==> src/rtl/eth_pkg.sv <==
// Shared ethernet receive definitions: ethertype and MAC constants,
// header field types, dispatcher FSM states and a select-width helper.
package eth_pkg;

    localparam logic [15:0] ETHERTYPE_ARP  = 16'h0806;
    localparam logic [15:0] ETHERTYPE_IPV4 = 16'h0800;
    localparam logic [47:0] MAC_BROADCAST  = 48'hFFFF_FFFF_FFFF;

    typedef logic [47:0] mac_t;
    typedef logic [15:0] ethertype_t;

    typedef enum logic [1:0] {
        ST_IDLE  = 2'd0,
        ST_ROUTE = 2'd1,
        ST_DROP  = 2'd2
    } state_e;

    // Width of a channel index; a single channel still gets one bit.
    function automatic int sel_width(input int n);
        return (n > 1) ? $clog2(n) : 1;
    endfunction

endpackage

==> src/rtl/eth_rx_classify.sv <==
// Combinational packet classifier: destination MAC acceptance and
// ethertype-to-channel lookup (lowest matching table index wins, so a
// duplicated entry at a higher index is never selected).
module eth_rx_classify
    import eth_pkg::*;
#(
    parameter int                         NUM_CHANNELS     = 2,
    parameter int                         SEL_W            = 1,
    parameter logic [NUM_CHANNELS*16-1:0] ETHERTYPES       = {ETHERTYPE_IPV4, ETHERTYPE_ARP},
    parameter logic [47:0]                OUR_MAC          = 48'h0706_0504_0302,
    parameter bit                         ACCEPT_MULTICAST = 1'b1
)(
    input  logic [47:0]      dst_mac_i,
    input  logic [15:0]      ethertype_i,
    output logic             accept_o,
    output logic             match_o,
    output logic [SEL_W-1:0] sel_o
);

    // Unicast, broadcast or (optionally) group address acceptance.
    always_comb begin
        accept_o = (dst_mac_i == OUR_MAC) ||
                   (dst_mac_i == MAC_BROADCAST) ||
                   (ACCEPT_MULTICAST && dst_mac_i[0]);
    end

    // Scan from the top down so the lowest matching index is the one left standing.
    always_comb begin
        match_o = 1'b0;
        sel_o   = '0;
        for (int i = NUM_CHANNELS - 1; i >= 0; i--) begin
            if (ethertype_i == ETHERTYPES[16*i +: 16]) begin
                match_o = 1'b1;
                sel_o   = SEL_W'(i);
            end else begin
                match_o = match_o;
                sel_o   = sel_o;
            end
        end
    end

endmodule

==> src/rtl/eth_rx_dispatch.sv <==
// Receive-side ethernet dispatcher. Decides once per packet (one bubble
// cycle in IDLE) whether to route it to a channel or drop it, then passes
// beats through combinationally until tlast. The decision and src MAC are
// frozen for the whole packet.
// Optional statistics counters are built when ETH_RX_DISPATCH_STATS_EN is defined.
module eth_rx_dispatch
    import eth_pkg::*;
#(
    parameter int                         AXIS_BYTES       = 4,
    parameter int                         NUM_CHANNELS     = 2,
    parameter logic [NUM_CHANNELS*16-1:0] ETHERTYPES       = {ETHERTYPE_IPV4, ETHERTYPE_ARP},
    parameter logic [47:0]                OUR_MAC          = 48'h0706_0504_0302,
    parameter bit                         ACCEPT_MULTICAST = 1'b1
)(
    input  logic                      clk,
    input  logic                      aresetn,
    input  logic                      axis_i_tvalid,
    output logic                      axis_i_tready,
    input  logic                      axis_i_tlast,
    input  logic [AXIS_BYTES-1:0]     axis_i_tkeep,
    input  logic [AXIS_BYTES*8-1:0]   axis_i_tdata,
    input  logic [47:0]               axis_i_dst_mac,
    input  logic [47:0]               axis_i_src_mac,
    input  logic [15:0]               axis_i_ethertype,
    output logic [NUM_CHANNELS-1:0]   axis_o_tvalid,
    input  logic [NUM_CHANNELS-1:0]   axis_o_tready,
    output logic                      axis_o_tlast,
    output logic [AXIS_BYTES-1:0]     axis_o_tkeep,
    output logic [AXIS_BYTES*8-1:0]   axis_o_tdata,
    output logic [47:0]               axis_o_src_mac
`ifdef ETH_RX_DISPATCH_STATS_EN
    ,
    output logic [31:0]               stat_rx_pkts,
    output logic [31:0]               stat_drop_mac_pkts,
    output logic [31:0]               stat_drop_type_pkts,
    output logic [NUM_CHANNELS*32-1:0] stat_chan_pkts
`endif
);

    localparam int SEL_W = sel_width(NUM_CHANNELS);

    state_e           state_q, state_d;
    logic [SEL_W-1:0] sel_q, sel_d;
    mac_t             src_mac_q, src_mac_d;

    logic             cls_accept_s;
    logic             cls_match_s;
    logic [SEL_W-1:0] cls_sel_s;

    eth_rx_classify #(
        .NUM_CHANNELS     (NUM_CHANNELS),
        .SEL_W            (SEL_W),
        .ETHERTYPES       (ETHERTYPES),
        .OUR_MAC          (OUR_MAC),
        .ACCEPT_MULTICAST (ACCEPT_MULTICAST)
    ) u_classify (
        .dst_mac_i   (axis_i_dst_mac),
        .ethertype_i (axis_i_ethertype),
        .accept_o    (cls_accept_s),
        .match_o     (cls_match_s),
        .sel_o       (cls_sel_s)
    );

    // Next-state and handshake steering; only the selected channel ever sees tvalid.
    always_comb begin
        state_d       = state_q;
        sel_d         = sel_q;
        src_mac_d     = src_mac_q;
        axis_i_tready = 1'b0;
        axis_o_tvalid = '0;
        case (state_q)
            ST_IDLE: begin
                if (axis_i_tvalid) begin
                    src_mac_d = axis_i_src_mac;
                    if (cls_accept_s && cls_match_s) begin
                        state_d = ST_ROUTE;
                        sel_d   = cls_sel_s;
                    end else begin
                        state_d = ST_DROP;
                    end
                end else begin
                    state_d = ST_IDLE;
                end
            end
            ST_ROUTE: begin
                axis_o_tvalid[sel_q] = axis_i_tvalid;
                axis_i_tready        = axis_o_tready[sel_q];
                if (axis_i_tvalid && axis_o_tready[sel_q] && axis_i_tlast) begin
                    state_d = ST_IDLE;
                end else begin
                    state_d = ST_ROUTE;
                end
            end
            ST_DROP: begin
                axis_i_tready = 1'b1;
                if (axis_i_tvalid && axis_i_tlast) begin
                    state_d = ST_IDLE;
                end else begin
                    state_d = ST_DROP;
                end
            end
            default: begin
                state_d = ST_IDLE;
            end
        endcase
    end

    // Packet decision state: FSM, selected channel and latched source MAC.
    always_ff @(posedge clk or negedge aresetn) begin
        if (!aresetn) begin
            state_q   <= ST_IDLE;
            sel_q     <= '0;
            src_mac_q <= 48'h0;
        end else begin
            state_q   <= state_d;
            sel_q     <= sel_d;
            src_mac_q <= src_mac_d;
        end
    end

    assign axis_o_tlast   = axis_i_tlast;
    assign axis_o_tkeep   = axis_i_tkeep;
    assign axis_o_tdata   = axis_i_tdata;
    assign axis_o_src_mac = src_mac_q;

`ifdef ETH_RX_DISPATCH_STATS_EN
    logic        decide_s;
    logic [31:0] rx_cnt_q;
    logic [31:0] drop_mac_cnt_q;
    logic [31:0] drop_type_cnt_q;
    logic [31:0] chan_cnt_q [NUM_CHANNELS];

    assign decide_s = (state_q == ST_IDLE) && axis_i_tvalid;

    // Per-packet counters, bumped in the IDLE decision cycle; wrap naturally.
    always_ff @(posedge clk or negedge aresetn) begin
        if (!aresetn) begin
            rx_cnt_q        <= 32'd0;
            drop_mac_cnt_q  <= 32'd0;
            drop_type_cnt_q <= 32'd0;
            for (int i = 0; i < NUM_CHANNELS; i++) begin
                chan_cnt_q[i] <= 32'd0;
            end
        end else if (decide_s) begin
            rx_cnt_q <= rx_cnt_q + 32'd1;
            if (!cls_accept_s) begin
                drop_mac_cnt_q <= drop_mac_cnt_q + 32'd1;
            end else if (!cls_match_s) begin
                drop_type_cnt_q <= drop_type_cnt_q + 32'd1;
            end else begin
                chan_cnt_q[cls_sel_s] <= chan_cnt_q[cls_sel_s] + 32'd1;
            end
        end else begin
            rx_cnt_q <= rx_cnt_q;
        end
    end

    assign stat_rx_pkts        = rx_cnt_q;
    assign stat_drop_mac_pkts  = drop_mac_cnt_q;
    assign stat_drop_type_pkts = drop_type_cnt_q;

    for (genvar g = 0; g < NUM_CHANNELS; g++) begin : g_chan_stat
        assign stat_chan_pkts[32*g +: 32] = chan_cnt_q[g];
    end
`endif

endmodule

==> config.mk <==
export PLATFORM = sky130hd
export DESIGN_NAME = eth_rx_dispatch
export DESIGN_NICKNAME = d
export VERILOG_FILES = /design/src/rtl/eth_pkg.sv /design/src/rtl/eth_rx_classify.sv /design/src/rtl/eth_rx_dispatch.sv
export SDC_FILE = /design/constraint.sdc
export NUM_CORES = 1
export LEC_CHECK = 0
export CAP_MARGIN = 20
export CORE_AREA = 5 5 98 100
export DETAILED_ROUTE_END_ITERATION = 6
export DIE_AREA = 0 0 103 105
export GPL_TIMING_DRIVEN = 0
export PLACE_DENSITY = 0.89
export SYNTH_ARGS = -nofsm -noshare
export SYNTH_HDL_FRONTEND = slang
export SYNTH_SLANG_ARGS = --single-unit
==> constraint.sdc <==
create_clock -name clk -period 2.2 [get_ports clk]
set_input_delay 0.44 -clock clk [delete_from_list [all_inputs] [get_ports clk]]
set_output_delay 0.44 -clock clk [all_outputs]
set_load 0.03 [all_outputs]
# ---- Word level (Yosys, flattened, before mapping)
# Cells that the tools add are included.
dict set report totals {
  register_bits 51
  latchBits 0
  ramBits 0
  mem_bits_ro 0
  inputBits 154
  output_inout_bits 88
  mem_count 0
}
dict set report classes {
  n_addsub 0
  mul 0
  n_div 0
  n_lt_le_gt_ge 2
  eq_ne 6
  n_shift 0
  muxes 14
  n_bitwise 1
  reduce_logical 10
}
# op n
set op_table {}
lappend op_table {{48-bit by 43-bit equality test with 1-bit output (second input constant)} 1}
lappend op_table {{48-bit equality test (second input constant)} 1}
lappend op_table {{16-bit by 12-bit equality test with 1-bit output (second input constant)} 2}
lappend op_table {{2-bit two-way mux} 4}
lappend op_table {{1-bit two-way mux} 7}
lappend op_table {{2-bit case mux with 3 select lines} 1}
lappend op_table {{1-bit logical AND} 5}
lappend op_table {{3-bit AND reduction} 1}
lappend op_table {{2-bit bitwise AND} 1}
lappend op_table {{2-bit by 1-bit equality test with 1-bit output (second input constant)} 1}
lappend op_table {{2-bit equality test (second input constant)} 1}
lappend op_table {{2-bit zero test} 1}
lappend op_table {{1-bit logical OR} 2}
lappend op_table {{1-bit by 2-bit < comparator with 1-bit output (second input constant)} 1}
lappend op_table {{1-bit case mux with 2 select lines} 1}
lappend op_table {{2-bit AND reduction} 1}
lappend op_table {{1-bit demux with 1-bit select} 1}
lappend op_table {{1-bit >= comparator (second input constant)} 1}

# ---- Longest topological paths before layout
# Gate-level depths: netlist of run 1.
dict set report logic_depth {
  depth_word 7
  mapped_depth 7
}

# ---- By module
# A second synthesis of run 1 with hierarchy kept.
dict set report hier_totals {
  cells_unflattened 190
  area_unflattened_um2 2578.7
}
# mod n_inst cells_per_inst area_each_um2 seq_area_each_um2
set modules_own_cells {}
lappend modules_own_cells {eth_rx_dispatch 1 164 2368.5 1276.2}
lappend modules_own_cells {eth_rx_classify 1 26 210.2 0.0}

# ---- Worst setup path after synthesis of run 1
# OpenSTA, ideal clock, no wires.
dict set report synth_timing {
  path_kind {input-to-reg}
  startpoint {input axis_i_dst_mac[11]}
  endpoint {register sel_q}
  setup_time_ns 0.125
  arrival_time_ns 1.554
  path_slack_ns 0.521
  path_stages 5
  path_buffers 0
  cell_sequence {nor4_1 nand4_1 o31ai_2 nand4bb_1 mux2_4}
}
dict set report synth_between {
  elab_chain_len 5
  elab_cells_between_ends 6
}
# element line_no
set synth_lines {}
lappend synth_lines {{start, declared} eth_rx_dispatch.sv:22} ;# input logic [47:0] axis_i_dst_mac,
lappend synth_lines {{48-bit by 43-bit equality test with 1-bit output or 48-bit equality test (tied branches)} {eth_rx_classify.sv:22, eth_rx_classify.sv:23}}
lappend synth_lines {{1-bit logical OR (*)} eth_rx_classify.sv:22} ;# accept_o = (dst_mac_i == OUR_MAC) ||
lappend synth_lines {{1-bit logical OR (*)} eth_rx_classify.sv:23} ;# (dst_mac_i == MAC_BROADCAST) ||
lappend synth_lines {{1-bit logical AND (*)} eth_rx_dispatch.sv:75} ;# if (cls_accept_s && cls_match_s) begin
lappend synth_lines {{3-bit AND reduction (no source line) (*)} n/a}
lappend synth_lines {{end signal, assigned} eth_rx_dispatch.sv:116} ;# sel_q <= sel_d;
lappend synth_lines {{end, declared} eth_rx_dispatch.sv:43} ;# logic [SEL_W-1:0] sel_q, sel_d;
# Every way passes the cells marked *; elsewhere a longest branch is shown, timed or not.
# A chain may end at the register's enable or synchronous reset.

# ---- Worst setup path in the final report of run 1
dict set report layout_timing {
  startpoint {input axis_i_dst_mac[20]}
  endpoint {register sel_q}
}
# Same word-level chain as after synthesis.

==> summary.txt, run 1 <==
Cells and area
  – Fillers: 723
  – Share of cells above drive strength 1: 24.13%
  – Final non-filler cell total: around 500
  – Final instance area: around 0.0048 mm²
  – Commonest non-fill, non-tap cell in the layout: clkdlybuf4s50_1
  – Nets: ~560
  – Most frequent cells in the layout: 200 x clkdlybuf4s50_1, 51 x dfrtp_1, 40 x mux2_2
  – Area Overhead vs Synth: 91.94%
  – Diode count: 0

Synth
  – Mapped Cells: 188
  – Seq/Total Area, Yosys: 50.75%
  – Post-synth net total: 346
  – Mapped cell area: about 0.0025 mm²
  – Yosys warning count: 0
  – Mapped Avg Cell Area: roughly 13 µm²
  – Post-synth cell types: 28
  – Register bit count reported by yosys: 51

Critical path
  – CP required: 2390 ps
  – Cell-by-cell listing of the critical path: clkdlybuf4s50_1 -> nor4b_4 -> nand4_1 -> o31ai_2 -> nand4bb_1 -> mux2_4
  – CP Max Fanout: 2
  – Worst setup EP type: flip-flop
  – CP Data Arrival Time: around 2300 ps
  – Startpoint types: input port
  – Crit-path leading delay family: simple AND/OR/NAND/NOR gates
  – Worst path slowest cell: clkdlybuf4s50_1
  – Worst setup path class: in -> reg
  – Worst path bufs/invs: 1
  – Crit path largest cell delay: between 400 and 500 ps

Outcome
  – Status: completed

Timing
  – Final Critical Period: 2066 ps
  – Final Hold Vio Count: 0
  – RSZ-0062 raised after global routing: no
  – Clock Skew: between 10 and 15 ps
  – WHS: around 100 ps
  – Setup violators final: 0
  – Slew @ Worst Pin: between 500 and 600 ps
  – Worst setup margin: around 130 ps
  – Final Cycle Share: between 90% and 100%
  – Fmax: between 0.4 and 0.5 GHz
  – Slew Viols, Final: 0
  – Slew headroom: 61.32%

Placement
  – Buffers on Ports: about 200
  – Cells after DPL: ~500
  – DP Worst Slack: -203.6 ps
  – GPL Wtd Cong: approximately 0.7
  – Detailed Place HPWL: 7092 µm
  – Placed cell areas: roughly 0.0047 mm²

Die
  – DIE AREA: ~0.011 mm²
  – Initial Util: slightly below 30%
  – Row Count: 34
  – Core area: approximately 0.0086 mm²
  – I/O pins: 242
  – Die span in x: roughly 100 µm
  – Die Span Y: approximately 110 µm

Pwr
  – LEAKAGE: ~2 nW
  – Power per Cell Area: between 900 and 1000 mW/mm²
  – Logic pwr share: between 50% and 60%
  – Clock power frac: 15.4%
  – Design Power: roughly 4.4 mW
  – Peak supply drop: around 490 µV
  – Switch share: a little under two fifths
  – Net Sw Power: ~1.6 mW
  – P_int: between 2 and 3 mW
  – Flop pwr share: between 30% and 40%

Global routing
  – Initial antenna violation count: 0
  – GRT Total Usage: between 10 and 15%
  – Vias in the first global route: about 2500
  – Total congestion overflow: 0
  – First-pass GRT wire length: around 12000 µm
  – Largest net degree at the start of global routing: 31

Clock tree
  – Clock Latency Late Sink: 300 ps
  – Clock slew at reported path FFs: approximately 110 ps
  – Number of buffers on the longest clock path: 2
  – Clock sinks: around 50
  – Clock Root Buffer: clkbuf_8
  – Number of hold buffers added after cts: 0
  – TritonCTS buffer count: 5
  – CTS tree: done
  – H-Tree Depth: 2

Routing
  – Total Wirelength: 8049 µm
  – Post-DR vias/cell: approximately 4.4
  – Vias: 2252
  – Wire per inst: 15.78 µm
  – Initial drt markers: 32
  – DRT Pass-1 Iters: 4
  – Post-detailed-route count of antenna-violating nets: 0
  – Drc violations: 0

Flow run
  – Maxcap violations: 0

Worst hold path
  – Min-delay worst type: in -> async
worst register-to-register path: cells and delay by family, from the launching register on:
family	cells	cell delay (ps)
multiplexers	1	360
flip-flops	1	380
buffers and inverters	3	670
AND/OR/NAND/NOR	1	180
adder cells (fa/ha/maj)	1	190
registers in the layout (all words and copies together), names as in the netlist:
| name | cells |
|---|---|
| state_q | 2 |
| axis_o_src_mac | 48 |
| sel_q | 1 |
synthesized netlist by cell type, drive strengths merged:
| cell | n | area [µm²] |
|---|---|---|
| dfrtp | 51 | 1276 |
| nor2b | 1 | 6.260 |
| a21oi | 3 | 15.01 |
| xnor2 | 1 | 8.760 |
| a41o | 1 | 10.01 |
| nor4bb | 3 | 30.03 |
| nand4 | 3 | 18.77 |
| inv | 3 | 11.26 |
| nand4bb | 1 | 11.26 |
| mux2 | 50 | 566.8 |
| nand3 | 1 | 5.000 |
| nor4b | 6 | 88.84 |
| buf | 41 | 295.3 |
| nor2 | 3 | 11.26 |
| clkbuf | 1 | 3.750 |
| nand2 | 6 | 22.52 |
| ha | 4 | 50.05 |
| nor4 | 6 | 58.80 |
| and3 | 2 | 12.51 |
| o31ai | 1 | 12.51 |
worst paths after layout:
| path | depth (start not counted) | from | slack, ps | to |
|---|---|---|---|---|
| setup / recovery | 6 | axis_i_dst_mac[20] | 130 | sel_q |
| hold / removal | 1 | aresetn | 100 | axis_o_src_mac[10] |
| setup reg to reg | 6 | state_q[0] | 290 | axis_o_src_mac[9] |
| hold reg to reg | 1 | axis_o_src_mac[6] | 500 | axis_o_src_mac[6] |
| max in group asynchronous | 2 | aresetn | 1560 | axis_o_src_mac[23] |
| min in group clk | 1 | axis_o_src_mac[6] | 500 | axis_o_src_mac[6] |
cell families (layout without fill, tap and decap cells):
logic type	after synthesis	count (layout)	synth area share (%)
AO/OA/AOI/OAI	5	5	1.492
XOR/XNOR	1	1	0.3483
adder cells (fa/ha/maj)	4	4	1.990
buffers and inverters	45	259	12.34
flip-flops	51	51	50.75
multiplexers	50	50	22.54
AND/OR/NAND/NOR	32	32	10.55
stage by stage:
stage,TNS (ps),util (%)
3_3_place_gp,-43970,54.72
3_5_place_dp,-1246,54.89
4_1_cts,0,56.19
6_report,0,56.17
5_1_grt,0,56.17
2_1_floorplan,0,-
what timing repair did:
item	4_1_cts	5_1_grt
setup endpoints to repair	3	2
buffers inserted	0	0
resized for setup	3	3
pin swaps	0	0
power by group through the flow:
stage / combinational [mW] / sequential (mW) / clock, mW
floorplan: 0.526 / 2.10 / 0
global placement: 2.26 / 1.43 / 0
detailed placement: 2.30 / 1.45 / 0
CTS: 2.30 / 1.43 / 0.704
global route: 2.39 / 1.47 / 0.732
finish: 2.27 / 1.43 / 0.670
area by class of cell:
| cell class | instances | area [µm²] | share of cell area, % |
|---|---|---|---|
| Clock buffer | 5 | 68.82 | 1.426 |
| Inverter | 3 | 11.26 | 0.2333 |
| Buffer | 42 | 299.0 | 6.195 |
| Tap cell | 108 | 135.1 | 2.799 |
| Clock inverter | 3 | 46.29 | 0.9590 |
| Sequential cell | 51 | 1276 | 26.44 |
| Timing Repair Buffer | 206 | 2062 | 42.72 |
| Multi-Input combinational cell | 92 | 928.4 | 19.23 |
per-layer routing:
| layer | global-route usage [%] | wire length (µm) | up-vias |
|---|---|---|---|
| met1 | 13.18 | 2468 | 1061 |
| met5 | 0 | 0 | - |
| li1 | - | - | 1054 |
| met3 | 6.529 | 1101 | 2 |
| met4 | 2.220 | 24 | 0 |
| met2 | 28.05 | 4454 | 135 |
Note: power is estimated with default switching activity, not from simulation.
==> run 2, diff against run 1 <==
Settings changed: CORE_AREA 5 5 98 100 to 5 5 81 121, DIE_AREA 0 0 103 105 to 0 0 86 126.
==> summary.txt, run 2 (synthesized netlist as in run 1, its figures left out) <==
Cells and area
  – Nets: 559 (unchanged)
  – Diode count: 0 (unchanged)
  – Share of cells above drive strength 1: 23.44% (was 24.13%)
  – Largest register FFs: 48 (unchanged)
  – Most frequent cells in the layout: 201 x clkdlybuf4s50_1, 51 x dfrtp_1, 40 x mux2_2 (was 200 x clkdlybuf4s50_1, 51 x dfrtp_1, 40 x mux2_2)
  – Final core occ: 56.22% (was 56.17%)
  – Area Overhead vs Synth: 93.83% (was 91.94%)
  – Final non-filler cell total: 511 (was 510)
  – Commonest non-fill, non-tap cell in the layout: clkdlybuf4s50_1 (unchanged)

Die
  – Die Span Y: 126 µm (was 105 µm)
  – Die span in x: 86 µm (was 103 µm)
  – Core area: 0.008671 mm² (was 0.008593 mm²)
  – Initial Util: 29.00% (was 29.27%)
  – Row Count: 42 (was 34)
  – DIE AREA: 0.01084 mm² (was 0.01082 mm²)
  – I/O pins: 242 (unchanged)

Pwr
  – Net Sw Power: 1.647 mW (was 1.639 mW)
  – LEAKAGE: 2.024 nW (was 2.008 nW)
  – Power per Cell Area: 936.2 mW/mm² (was 903.6 mW/mm²)
  – Logic pwr share: 49.9% (was 52.0%)
  – Flop pwr share: 31.5% (was 32.7%)
  – Peak supply drop: 487.0 µV (was 493.7 µV)
  – Clock power frac: 18.6% (was 15.4%)
  – P_int: 2.917 mW (was 2.723 mW)
  – Switch share: 36.08% (was 37.57%)

Placement
  – DP Worst Slack: -177.4 ps (was -203.6 ps)
  – GPL Wtd Cong: 0.7768 (was 0.7197)
  – Detailed Place HPWL: 7575 µm (was 7092 µm)
  – Buffers on Ports: 205 (unchanged)
  – Cells after DPL: 504 (was 502)

Critical path
  – Worst R2R Path Depth: 6 (unchanged)
  – CP Data Arrival Time: 1730 ps (was 2250 ps)
  – CP required: 1760 ps (was 2390 ps)
  – CP Max Fanout: 3 (was 2)
  – Critical path's most frequent cell: clkdlybuf4s50_1
  – Worst path bufs/invs: 3 (was 1)
  – Crit path largest cell delay: 660 ps (was 470 ps)
  – Crit-path leading delay family: buffers and inverters (was simple AND/OR/NAND/NOR gates)
  – Cell-by-cell listing of the critical path: clkdlybuf4s50_1 -> buf_4 -> clkdlybuf4s50_1 (was clkdlybuf4s50_1 -> nor4b_4 -> nand4_1 -> o31ai_2 -> nand4bb_1 -> mux2_4)
  – Worst setup path class: in -> out (was in -> reg)
  – WP depth: 3 (was 6)
  – Worst path slowest cell: clkdlybuf4s50_1 (unchanged)
  – Startpoint types: input port (unchanged)
  – Worst setup EP type: primary output (was flip-flop)

Routing
  – Total Wirelength: 8597 µm (was 8049 µm)
  – Wire per inst: 16.82 µm (was 15.78 µm)
  – Vias: 2308 (was 2252)
  – Initial drt markers: 38 (was 32)
  – Drc violations: 0 (unchanged)
  – Post-detailed-route count of antenna-violating nets: 0 (unchanged)
  – DRT Pass-1 Iters: 4 (unchanged)
  – Post-DR vias/cell: 4.517 (was 4.416)

Timing
  – Final Critical Period: 2167 ps (was 2066 ps)
  – Clock Skew: 9.501 ps (was 12.88 ps)
  – Worst setup margin: 33.04 ps (was 133.9 ps)
  – Slew Viols, Final: 0 (unchanged)
  – WHS: 141.8 ps (was 102.2 ps)
  – Slew headroom: 61.95% (was 61.32%)
  – Setup_tns: 0 ps (unchanged)
  – Fmax: 0.4615 GHz (was 0.4840 GHz)
  – Slew @ Worst Pin: 570.7 ps (was 580.3 ps)
  – Final Hold Vio Count: 0 (unchanged)
  – RSZ-0062 raised after global routing: no (unchanged)
  – Setup violators final: 0 (unchanged)
  – Final Cycle Share: 98.50% (was 93.91%)

Clock tree
  – H-Tree Depth: 2 (unchanged)
  – CTS tree: done (unchanged)
  – Clock slew at reported path FFs: 60 ps (was 110 ps)
  – Number of hold buffers added after cts: 0 (unchanged)
  – Clock sinks: 51 (unchanged)
  – Number of buffers on the longest clock path: 2 (unchanged)
  – Clock Latency Late Sink: 290 ps (was 300 ps)
  – TritonCTS buffer count: 5 (unchanged)
  – Clock Root Buffer: clkbuf_16 (was clkbuf_8)

Global routing
  – Initial antenna violation count: 0 (unchanged)
  – Total congestion overflow: 0 (unchanged)
  – First-pass GRT wire length: 12930 µm (was 12160 µm)
  – GRT Total Usage: 15.38% (was 14.25%)
  – Largest net degree at the start of global routing: 30 (was 31)
  – Vias in the first global route: 2667 (was 2511)

Flow run
  – Maxcap violations: 0 (unchanged)

Outcome
  – Status: completed (unchanged)

Worst hold path
  – Min-delay worst type: in -> async (unchanged)
## run 2: cell types whose count changed in the layout (fill, tap and decap cells not counted), sizes merged
cell	before	now
dlygate4sd2	2	3
dlymetal6s2s	1	0
inv	4	3
clkinvlp	1	0
clkdlybuf4s50	200	201
## run 2: path summary, 6_finish.rpt
check | from | to | slack [ps]
hold / removal | aresetn | axis_o_src_mac[40] | 140
hold reg to reg | axis_o_src_mac[11] | axis_o_src_mac[11] | 500
setup reg to reg | state_q[0] | axis_o_src_mac[7] | 300
setup / recovery | axis_i_tlast | axis_o_tlast | 30
max in group asynchronous | aresetn | axis_o_src_mac[20] | 1500
min in group clk | axis_o_src_mac[11] | axis_o_src_mac[11] | 500
## run 2: power groups by stage
stage	clock network (mW)	registers [mW]	logic, mW
floorplan	0	2.10	0.526
global route	0.905	1.48	2.38
detailed placement	0	1.46	2.31
global placement	0	1.43	2.27
finish	0.851	1.44	2.28
CTS	0.875	1.44	2.31
## run 2: repair_timing
item | 4_1_cts | 5_1_grt
buffers inserted | 0 | 0
setup endpoints to repair | 3 | 0
gates resized for setup | 3 | 0
## run 2: layer usage
layer	up-vias	global-route usage, %	routed length [µm]
met3	11	4.510	876
met4	0	5.312	166
li1	1050	-	-
met1	1099	13.16	2439
met5	-	0	0
met2	148	31.76	5114
## run 2: worst reg2reg max path, delay by kind of cell (launching register included)
family / cells / cell delay (ps)
muxes: 1 / 350
and+or+nand+nor: 1 / 200
DFF: 1 / 380
adders and majority gates: 1 / 200
buffers and inverters: 3 / 670
## run 2: area by class of cell
class	count	area, µm²
Multi-Input combinational cell	92	928.4
Inverter	3	11.26
Tap cell	110	137.6
Clock buffer	6	128.9
Timing Repair Buffer	206	2063
Sequential cell	51	1276
Clock inverter	1	30.03
Buffer	42	299.0
Fill cell	752	3796
## run 2: metrics by stage
step / power (mW) / instance area (µm²)
6_report: 4.564 / 4875
4_1_cts: 4.626 / 4875
3_3_place_gp: 3.696 / 4705
5_1_grt: 4.768 / 4875
2_1_floorplan: 2.630 / 2515
3_5_place_dp: 3.765 / 4720
